`src/rtl/bnn_pkg.sv`:
```
`default_nettype none
// ============================================================================
// Module      : bnn_pkg
// Description : Shared types and constants for the BNN XNOR-popcount sequencer.
// Revision    : 1.0 - initial release
// ============================================================================
package bnn_pkg;

  localparam int BNN_WIDTH = 32;
  localparam int ACC_W     = 6;
  localparam logic [BNN_WIDTH-1:0] BIPOLAR_OFFSET = BNN_WIDTH;

  typedef enum logic [1:0] {
    IDLE  = 2'b00,
    ACCUM = 2'b01,
    DONE  = 2'b10
  } bnn_state_t;

  typedef enum logic [1:0] {
    POP     = 2'b00,
    BIPOLAR = 2'b01,
    THRESH  = 2'b10
  } bnn_mode_t;

  // Mode 11 is not encoded and falls through to the POP result.
  function automatic logic [BNN_WIDTH-1:0] bnn_result(
    input logic [1:0]       mode,
    input logic [ACC_W-1:0] p,
    input logic [ACC_W-1:0] thresh
  );
    logic [BNN_WIDTH-1:0] p_ext;
    p_ext = {{(BNN_WIDTH-ACC_W){1'b0}}, p};
    case (mode)
      BIPOLAR: return (p_ext << 1) - BIPOLAR_OFFSET;
      THRESH:  return {{(BNN_WIDTH-1){1'b0}}, (p >= thresh)};
      default: return p_ext;
    endcase
  endfunction

endpackage
`default_nettype wire

```
`src/rtl/bnn_sequencer_if.sv`:
```
`default_nettype none
// ============================================================================
// Module      : bnn_sequencer_if
// Description : Execute-stage request / result bundle for the BNN sequencer.
// Revision    : 1.0 - initial release
// ============================================================================
interface bnn_sequencer_if;
  import bnn_pkg::*;

  logic                 StartE;
  logic                 FlushE;
  logic [1:0]           BNNModeE;
  logic [BNN_WIDTH-1:0] OpA;
  logic [BNN_WIDTH-1:0] OpB;
  logic [5:0]           ThreshE;
  logic                 StallBNN;
  logic                 Busy;
  logic                 BNNDone;
  logic [BNN_WIDTH-1:0] BNNResult;

  modport master (
    output StartE, FlushE, BNNModeE, OpA, OpB, ThreshE,
    input  StallBNN, Busy, BNNDone, BNNResult
  );

  modport slave (
    input  StartE, FlushE, BNNModeE, OpA, OpB, ThreshE,
    output StallBNN, Busy, BNNDone, BNNResult
  );
endinterface
`default_nettype wire

```
`src/rtl/popcount_chunk.sv`:
```
`default_nettype none
// ============================================================================
// Module      : popcount_chunk
// Description : Combinational population count of one CHUNK-bit slice.
// Revision    : 1.0 - initial release
// ============================================================================
module popcount_chunk #(
  parameter int CHUNK = 8
) (
  input  logic [CHUNK-1:0]        bits,
  output logic [$clog2(CHUNK):0]  count
);

  always_comb begin
    count = '0;
    for (int i = 0; i < CHUNK; i++) begin
      count = count + {{$clog2(CHUNK){1'b0}}, bits[i]};
    end
  end

endmodule
`default_nettype wire

```
`src/rtl/bnn_sequencer.sv`:
```
`default_nettype none
// ============================================================================
// Module      : bnn_sequencer
// Description : Multi-cycle XNOR-popcount unit, CHUNK bits per cycle, stalls F/D/E.
// Revision    : 1.0 - initial release
// ============================================================================
module bnn_sequencer
  import bnn_pkg::*;
#(
  parameter int CHUNK = 8
) (
  input  logic          clk,
  input  logic          reset,
  bnn_sequencer_if.slave bus
);

  localparam int N_CHUNKS = BNN_WIDTH / CHUNK;
  localparam int K_W      = (N_CHUNKS > 1) ? $clog2(N_CHUNKS) : 1;
  localparam int CNT_W    = $clog2(CHUNK) + 1;

  bnn_state_t           r_state;
  logic [BNN_WIDTH-1:0] r_a;
  logic [BNN_WIDTH-1:0] r_b;
  logic [1:0]           r_mode;
  logic [ACC_W-1:0]     r_thresh;
  logic [ACC_W-1:0]     r_acc;
  logic [K_W-1:0]       r_k;
  logic [BNN_WIDTH-1:0] r_result;
  logic                 r_done;
  logic                 r_busy;

  logic [CHUNK-1:0]     w_chunk;
  logic [CNT_W-1:0]     w_cnt;
  logic [ACC_W-1:0]     w_sum;
  logic                 w_last;
  logic                 w_start;

  // Operands shift right each cycle, so the active chunk is always the low slice.
  assign w_chunk = ~(r_a[CHUNK-1:0] ^ r_b[CHUNK-1:0]);
  assign w_sum   = r_acc + ACC_W'(w_cnt);
  assign w_last  = (r_k == K_W'(N_CHUNKS - 1));
  assign w_start = (r_state == IDLE) && bus.StartE && !bus.FlushE;

  popcount_chunk #(
    .CHUNK (CHUNK)
  ) u_popcount (
    .bits  (w_chunk),
    .count (w_cnt)
  );

  assign bus.StallBNN  = reset && (w_start || (r_state == ACCUM));
  assign bus.Busy      = r_busy;
  assign bus.BNNDone   = r_done;
  assign bus.BNNResult = r_result;

  always_ff @(posedge clk or negedge reset) begin
    if (!reset) begin
      r_state  <= IDLE;
      r_a      <= '0;
      r_b      <= '0;
      r_mode   <= '0;
      r_thresh <= '0;
      r_acc    <= '0;
      r_k      <= '0;
      r_result <= '0;
      r_done   <= 1'b0;
      r_busy   <= 1'b0;
    end else if (bus.FlushE) begin
      r_state <= IDLE;
      r_done  <= 1'b0;
      r_busy  <= 1'b0;
    end else begin
      case (r_state)
        IDLE: begin
          if (bus.StartE) begin
            r_a      <= bus.OpA;
            r_b      <= bus.OpB;
            r_mode   <= bus.BNNModeE;
            r_thresh <= bus.ThreshE;
            r_acc    <= '0;
            r_k      <= '0;
            r_busy   <= 1'b1;
            r_state  <= ACCUM;
          end
        end
        ACCUM: begin
          r_acc <= w_sum;
          r_k   <= r_k + K_W'(1);
          r_a   <= r_a >> CHUNK;
          r_b   <= r_b >> CHUNK;
          if (w_last) begin
            r_result <= bnn_result(r_mode, w_sum, r_thresh);
            r_done   <= 1'b1;
            r_state  <= DONE;
          end
        end
        DONE: begin
          r_done  <= 1'b0;
          r_busy  <= 1'b0;
          r_state <= IDLE;
        end
        default: begin
          r_done  <= 1'b0;
          r_busy  <= 1'b0;
          r_state <= IDLE;
        end
      endcase
    end
  end

endmodule
`default_nettype wire

```
`src/flat_wrapper.sv`:
```
// flat-port wrapper written by rule: the top's interface ports become plain ports
module bnn_sequencer_flat import bnn_pkg::*;
#(
  parameter int CHUNK = 8
)
  (clk, reset, bus_StartE, bus_FlushE, bus_BNNModeE, bus_OpA, bus_OpB, bus_ThreshE, bus_StallBNN, bus_Busy, bus_BNNDone, bus_BNNResult);
  bnn_sequencer_if bus_i ();
  input  logic clk;
  input  logic reset;
  input wire logic [$bits(bus_i.StartE)-1:0] bus_StartE;
  input wire logic [$bits(bus_i.FlushE)-1:0] bus_FlushE;
  input wire logic [$bits(bus_i.BNNModeE)-1:0] bus_BNNModeE;
  input wire logic [$bits(bus_i.OpA)-1:0] bus_OpA;
  input wire logic [$bits(bus_i.OpB)-1:0] bus_OpB;
  input wire logic [$bits(bus_i.ThreshE)-1:0] bus_ThreshE;
  output wire logic [$bits(bus_i.StallBNN)-1:0] bus_StallBNN;
  output wire logic [$bits(bus_i.Busy)-1:0] bus_Busy;
  output wire logic [$bits(bus_i.BNNDone)-1:0] bus_BNNDone;
  output wire logic [$bits(bus_i.BNNResult)-1:0] bus_BNNResult;
  assign bus_i.StartE = bus_StartE;
  assign bus_i.FlushE = bus_FlushE;
  assign bus_i.BNNModeE = bus_BNNModeE;
  assign bus_i.OpA = bus_OpA;
  assign bus_i.OpB = bus_OpB;
  assign bus_i.ThreshE = bus_ThreshE;
  assign bus_StallBNN = bus_i.StallBNN;
  assign bus_Busy = bus_i.Busy;
  assign bus_BNNDone = bus_i.BNNDone;
  assign bus_BNNResult = bus_i.BNNResult;
  bnn_sequencer #(.CHUNK(CHUNK)) u_core (.clk(clk), .reset(reset), .bus(bus_i));
endmodule
```
`config.mk`:
```
export PLATFORM = sky130hd
export DESIGN_NAME = bnn_sequencer_flat
export DESIGN_NICKNAME = d
export VERILOG_FILES = /design/src/rtl/bnn_pkg.sv /design/src/rtl/bnn_sequencer_if.sv /design/src/rtl/popcount_chunk.sv /design/src/rtl/bnn_sequencer.sv /design/src/flat_wrapper.sv
export SDC_FILE = /design/constraint.sdc
export NUM_CORES = 1
export LEC_CHECK = 0
export CAP_MARGIN = 30
export CORE_MARGIN = 5
export CORE_UTILIZATION = 35
export CTS_BUF_LIST = sky130_fd_sc_hd__clkbuf_4 sky130_fd_sc_hd__clkbuf_8 sky130_fd_sc_hd__clkbuf_16
export CTS_CLUSTER_SIZE = 12
export DETAILED_ROUTE_END_ITERATION = 8
export PLACE_DENSITY = 0.66
export RECOVER_POWER = 100
export SLEW_MARGIN = 10
export SYNTH_ARGS = -nofsm -noshare
export SYNTH_HDL_FRONTEND = slang
export SYNTH_SLANG_ARGS = --single-unit
```
`constraint.sdc`:
```
create_clock -name clk -period 7.55 [get_ports clk]
set_clock_uncertainty 0.15 [all_clocks]
set_input_delay 1.8875 -clock clk [delete_from_list [all_inputs] [get_ports clk]]
set_output_delay 1.8875 -clock clk [all_outputs]
set_load 0.005 [all_outputs]
```
==> flow_summary.yaml <==
die:
  initial_utilization: 0.357
  die_h_um: 127
  die_x_um: 127
  rows: 42
  ioPinCount: 111
  die_area_um2: 16000
  core_um2: 13300
placed_design:
  dp_slack_ps: 2220
  post_dp_cell_area_um2: 5760
  dp.cells: 715
  globalplace.congestion: 0.800
  portBuffers: 110
  dp_hpwl_mm: 7.48
timing:
  setup_ws_ps: 1880
  relSlewSlack: -0.522
  grt_setup_unrepaired: "false"
  slew_violations: 77
  min_period_over_period: 0.751
  fmaxAchievable_mhz: 176
  fin_crit_ps: 5670
  setup_viol: 0
  tns_ps: 0
  worst_pin_slew_ps: 2250
  finalHoldViolations: 0
critical_path:
  path_max_fanout: 25
  crit_required_ps: 5510
  startpoint_type: "input port"
  path_class: "in -> out"
  cp_data_arrival_time_ps: 3630
  end_kind: "output pin"
drt:
  dr.pass1.iters: 4
  via_count: 3402
  drcViolationCount: 0
  viasPerCell: 4.65
  first_iter_violations: 144
  wire_per_inst_um: 14.0
  ant_nets: 0
  finalWirelength_mm: 10.3
cells_and_area:
  postLayoutCellArea_um2: 6080
  seq_area_um2: 2300
  layout_commonest_cell: "nand2_1"
  nets: 648
  diodes: 0
  fill_cells: 1228
  drive_gt1_frac: 0.0396
  mostFrequentLayoutCells: "nand2_1 (109), dfrtp_1 (92), o21ai_0 (78), clkdlybuf4s50_1 (73), mux2i_1 (49)"
  syn_to_final_growth_pct: 28.0
  final_cells: 732
  multi_input_area_um2: 2010
hold_path:
  worstHoldPathType: "reg -> reg"
clocking:
  cts_hold_buffers: 0
  h-tree-depth: 3
  clk_latency_ps: 340
  cts_inserted_buffers: 9
  root_buffer: "clkbuf_16"
  clk_pin_slew_ps: 60
  cts_tree: "yes"
  cts_resized: 0
  cts_setup_buffers: 0
  cts_buffer_depth: 2
  clock-sinks: 92
grt:
  grtUsageTotal: 0.132
  antenna_found_initial: 0
  grt_max_degree: 83
  grt_pass1_vias: 3516
  grt_overflow: 0
  grt_pass1_wl_mm: 17.3
synth:
  synth_cells: 475
  syn-num-nets: 572
  synth_top_area_frac: 0.484
  ys_seq_area_frac: 0.484
  syn_area_um2: 4750
  synth_seq_cells: 92
  netlist-cell-type-count: 37
  yosysWarnings: 0
  synth.area.top_cells: "dfrtp_1 (48%), mux2i_1 (10%), nand2_1 (8.5%)"
  yosysTopAreaCell: "dfrtp_1"
  synth-edff-count: 0
  async_reset_ff_frac: 1.00
  ys.flop_type: "dfrtp_1"
  syn_area_per_cell_um2: 10.0
power:
  p_leak_uw: 0.00283
  p_per_area_nw_per_um2: 344
  irDropWorstVdd_mv: 0.218
  power.total_uw: 2090
job:
  drv_cap: 2
run_status:
  status: "finished, violations left"
  failed_checks: "capacitance limit, slew limit"
==> path summary, 6_finish.rpt <==
kind                                       from  depth (start not counted)                      end  slack [ps]
worst max-delay path                      reset                          3             bus_StallBNN        1880
worst min register to register  u_core.bus.Busy                          1          u_core.bus.Busy         320
min in group asynchronous                 reset                          1          u_core.bus.Busy        1640
worst max register to register    u_core.r_b[1]                         16  u_core.bus.BNNResult[0]        2820
worst min-delay path            u_core.bus.Busy                          1          u_core.bus.Busy         320
max in group asynchronous                 reset                          3           u_core.r_b[10]        4350
==> final cells by class <==
| type | instances | area share |
|---|---|---|
| sequential | 92 | 0.379 |
| multi-input combinational | 313 | 0.330 |
| timing repair buffer | 115 | 0.188 |
| clock buffer | 10 | 0.0393 |
| tap | 176 | 0.0362 |
| clock inverter | 6 | 0.0154 |
| inverter | 20 | 0.0123 |
==> cell usage after synthesis, types with 3 or more instances <==
cell type	count
a21o_1	4
a21oi_1	8
buf_2	12
buf_4	26
buf_6	7
clkbuf_1	3
dfrtp_1	92
fa_1	5
ha_1	16
inv_1	20
mux2i_1	49
nand2_1	108
nand2b_1	3
nor2_1	3
o21ai_0	27
o21ai_1	53
o31ai_1	4
xnor2_1	6
xor2_1	6
==> cells by family after synthesis <==
kind of cell             after synthesis  synth area share
buffers and inverters                 70            0.0906
adder cells (fa/ha/maj)               21            0.0632
XOR/XNOR                              12            0.0221
AO/OA/AOI/OAI                        106             0.123
multiplexers                          50             0.106
AND/OR/NAND/NOR                      124             0.111
flip-flops                            92             0.484
==> report_power, final <==
part	leakage [µW]	total, µW	switching, µW	internal, µW
combinational	0.00150	937	510	427
clock	0.000165	499	196	303
sequential	0.00117	656	60.2	596
total	0.00283	2090	767	1330
==> flip-flops by register name (all words and copies together), names as in the netlist <==
signal and cells:
u_core.r_k 2, u_core.r_acc 6, u_core.r_state 2, u_core.r_thresh 6
u_core.bus.BNNResult 8, u_core.bus.BNNDone 1, u_core.bus.Busy 1, u_core.r_a 32
u_core.r_b 32, u_core.r_mode 2
==> routing by layer <==
layer  wire [µm]  vias to the layer above  global-route usage
li1            -                     1718                   -
met1        4470                     1597               0.166
met5           0                        -                   0
met2        5200                       79               0.224
met4         134                        0              0.0379
met3         469                        8              0.0361
==> metrics by stage <==
stage	utilization	hold WS, ps
after floorplan	-	297
after global placement	0.433	310
after detailed placement	0.433	320
after CTS	0.458	334
after global routing	0.457	349
final	0.457	324
==> worst max-delay path: stages <==
cell,delay (ps)
clkbuf_1,890
nor3b_1,260
dlygate4sd3_1,590
Note: power is estimated with default switching activity, not from simulation.
==> RTL edit, RTL diff (same settings) <==
`CHUNK` is set to 8 in 3 places; all go to 16.
--- a/src/rtl/popcount_chunk.sv
+++ b/src/rtl/popcount_chunk.sv
@@ -5,7 +5,7 @@
 // Revision    : 1.0 - initial release
 // ============================================================================
 module popcount_chunk #(
-  parameter int CHUNK = 8
+  parameter int CHUNK = 16
 ) (
   input  logic [CHUNK-1:0]        bits,
   output logic [$clog2(CHUNK):0]  count
--- a/src/rtl/bnn_sequencer.sv
+++ b/src/rtl/bnn_sequencer.sv
@@ -7,7 +7,7 @@
 module bnn_sequencer
   import bnn_pkg::*;
 #(
-  parameter int CHUNK = 8
+  parameter int CHUNK = 16
 ) (
   input  logic          clk,
   input  logic          reset,
--- a/src/flat_wrapper.sv
+++ b/src/flat_wrapper.sv
@@ -1,7 +1,7 @@
 // flat-port wrapper written by rule: the top's interface ports become plain ports
 module bnn_sequencer_flat import bnn_pkg::*;
 #(
-  parameter int CHUNK = 8
+  parameter int CHUNK = 16
 )
   (clk, reset, bus_StartE, bus_FlushE, bus_BNNModeE, bus_OpA, bus_OpB, bus_ThreshE, bus_StallBNN, bus_Busy, bus_BNNDone, bus_BNNResult);
   bnn_sequencer_if bus_i ();
Behaviour: not the same (a bounded check fails within 4 cycles, from zero or initial values and one cycle with reset low).
==> RTL edit against the unedited design <==
  * The run still ends with capacitance limit, slew limit left
  * Sequential cell count decreased by 1
  * Final area increased by 1.5%
  * Worst hold slack got worse by 0.017 ns
  * Critical path type unchanged
  * Worst setup slack worse by 0.37 ns
  * Via count increased by 4.0%
  * Area after synthesis increased by 2.7%
  * Wire length increased by 2.2%
  * Largest cell class unchanged
Power is left out: the tool's default activity adds up to more than one toggle a clock period on the data nets, which glitch-free logic cannot reach.
==> RTL edit: results (changes against the unedited design) <==
| Parameter | Reported | Unit | Change |
|---|---|---|---|
| Status | complete, but fails checks | - |  |
| Failing checks | capacitance limit, slew limit | - |  |
| Via total after detailed routing | 3538 | - | +4.0% |
| Overall routed net length | 10500 | um | +2.2% |
| Dominant cells by area after synthesis | sky130_fd_sc_hd__dfrtp_1, sky130_fd_sc_hd__nand2_1, sky130_fd_sc_hd__o21ai_0 | - |  |
| Largest net degree at the start of global routing | 77 | - | -7.2% |
| Number of different library cells in the post-synthesis netlist | 40 | - | +8.1% |
| Routed met1 length | 4450 | um | -0.31% |
| WL per Instance | 13.8 | um | -2.0% |
| Arrival time at the worst endpoint | 4.00 | ns | +0.37 ns |
| Min-Delay Endpoint | u_core.bus.BNNResult[4] | - |  |
| Max-cap viol count | 1 | - | -1 |
| Number of global-route vias before repair | 3794 | - | +7.9% |
| Fraction of final layout cells sized beyond drive strength 1 | 0.0412 | - | +0.00160 |
| Min-Delay Startpoint | u_core.bus.BNNResult[4] | - |  |
| Maximum fanout encountered on the critical timing path | 17 | - | -32% |
| Number of violations reported at the end of detailed-routing iteration 0 | 155 | - | +7.6% |
| Synth Net Count | 608 | - | +6.3% |
| Sequential-to-total area share from yosys stat | 0.467 | - | -0.0178 |
| Worst reg2reg setup slack | 2.30 | ns | -0.52 ns |
| Amount of wire on met3 after detailed routing | 781 | um | +67% |
| Most used standard cells in the synthesized netlist | sky130_fd_sc_hd__nand2_1, sky130_fd_sc_hd__dfrtp_1, sky130_fd_sc_hd__o21ai_0 | - |  |
| Worst-margin pin slew | 2.73 | ns | +0.476 ns |
| Final number of max-transition violations | 76 | - | -1.3% |
| Reg-to-reg startpoint | u_core.r_b[12] | - |  |
RTL edit: routing by layer:
metal	vias up	GRT usage
met5	-	0
met4	0	0.0418
met3	20	0.0479
met2	116	0.229
met1	1637	0.170
li1	1765	-
RTL edit: critical path, cell delays in order:
cell	delay [ns]
sky130_fd_sc_hd__dlygate4sd3_1	0.59
sky130_fd_sc_hd__nor2_1	0.26
sky130_fd_sc_hd__and3_1	0.50
sky130_fd_sc_hd__o21a_1	0.19
sky130_fd_sc_hd__dlygate4sd3_1	0.57
RTL edit: cells by family (layout without fill, tap and decap cells):
logic type,count (synthesis),after routing,share of synthesized area
and+or+nand+nor,142,142,0.121
xor gates and xnor gates,20,20,0.0359
buffers and inverters,83,163,0.0959
muxes,33,33,0.0679
DFF,91,91,0.467
AOI/OAI and AO/OA,105,105,0.120
adders and majority gates,29,29,0.0928
RTL edit: per-stage QoR:
stage	instance area [um^2]	hold slack, ns
floorplan	4880	0.299
global placement	5890	0.302
detailed placement	5930	0.307
CTS	6200	0.320
global route	6180	0.356
finish	6180	0.307
RTL edit: layout make-up:
type / count / area (um^2) / share of cell area
Sequential cell: 91 / 2280 / 0.369
Clock buffer: 11 / 240 / 0.0389
Timing Repair Buffer: 114 / 1150 / 0.186
Inverter: 34 / 128 / 0.0207
Multi-Input combinational cell: 329 / 2130 / 0.345
Clock inverter: 4 / 27.5 / 0.00446
Tap cell: 180 / 225 / 0.0365
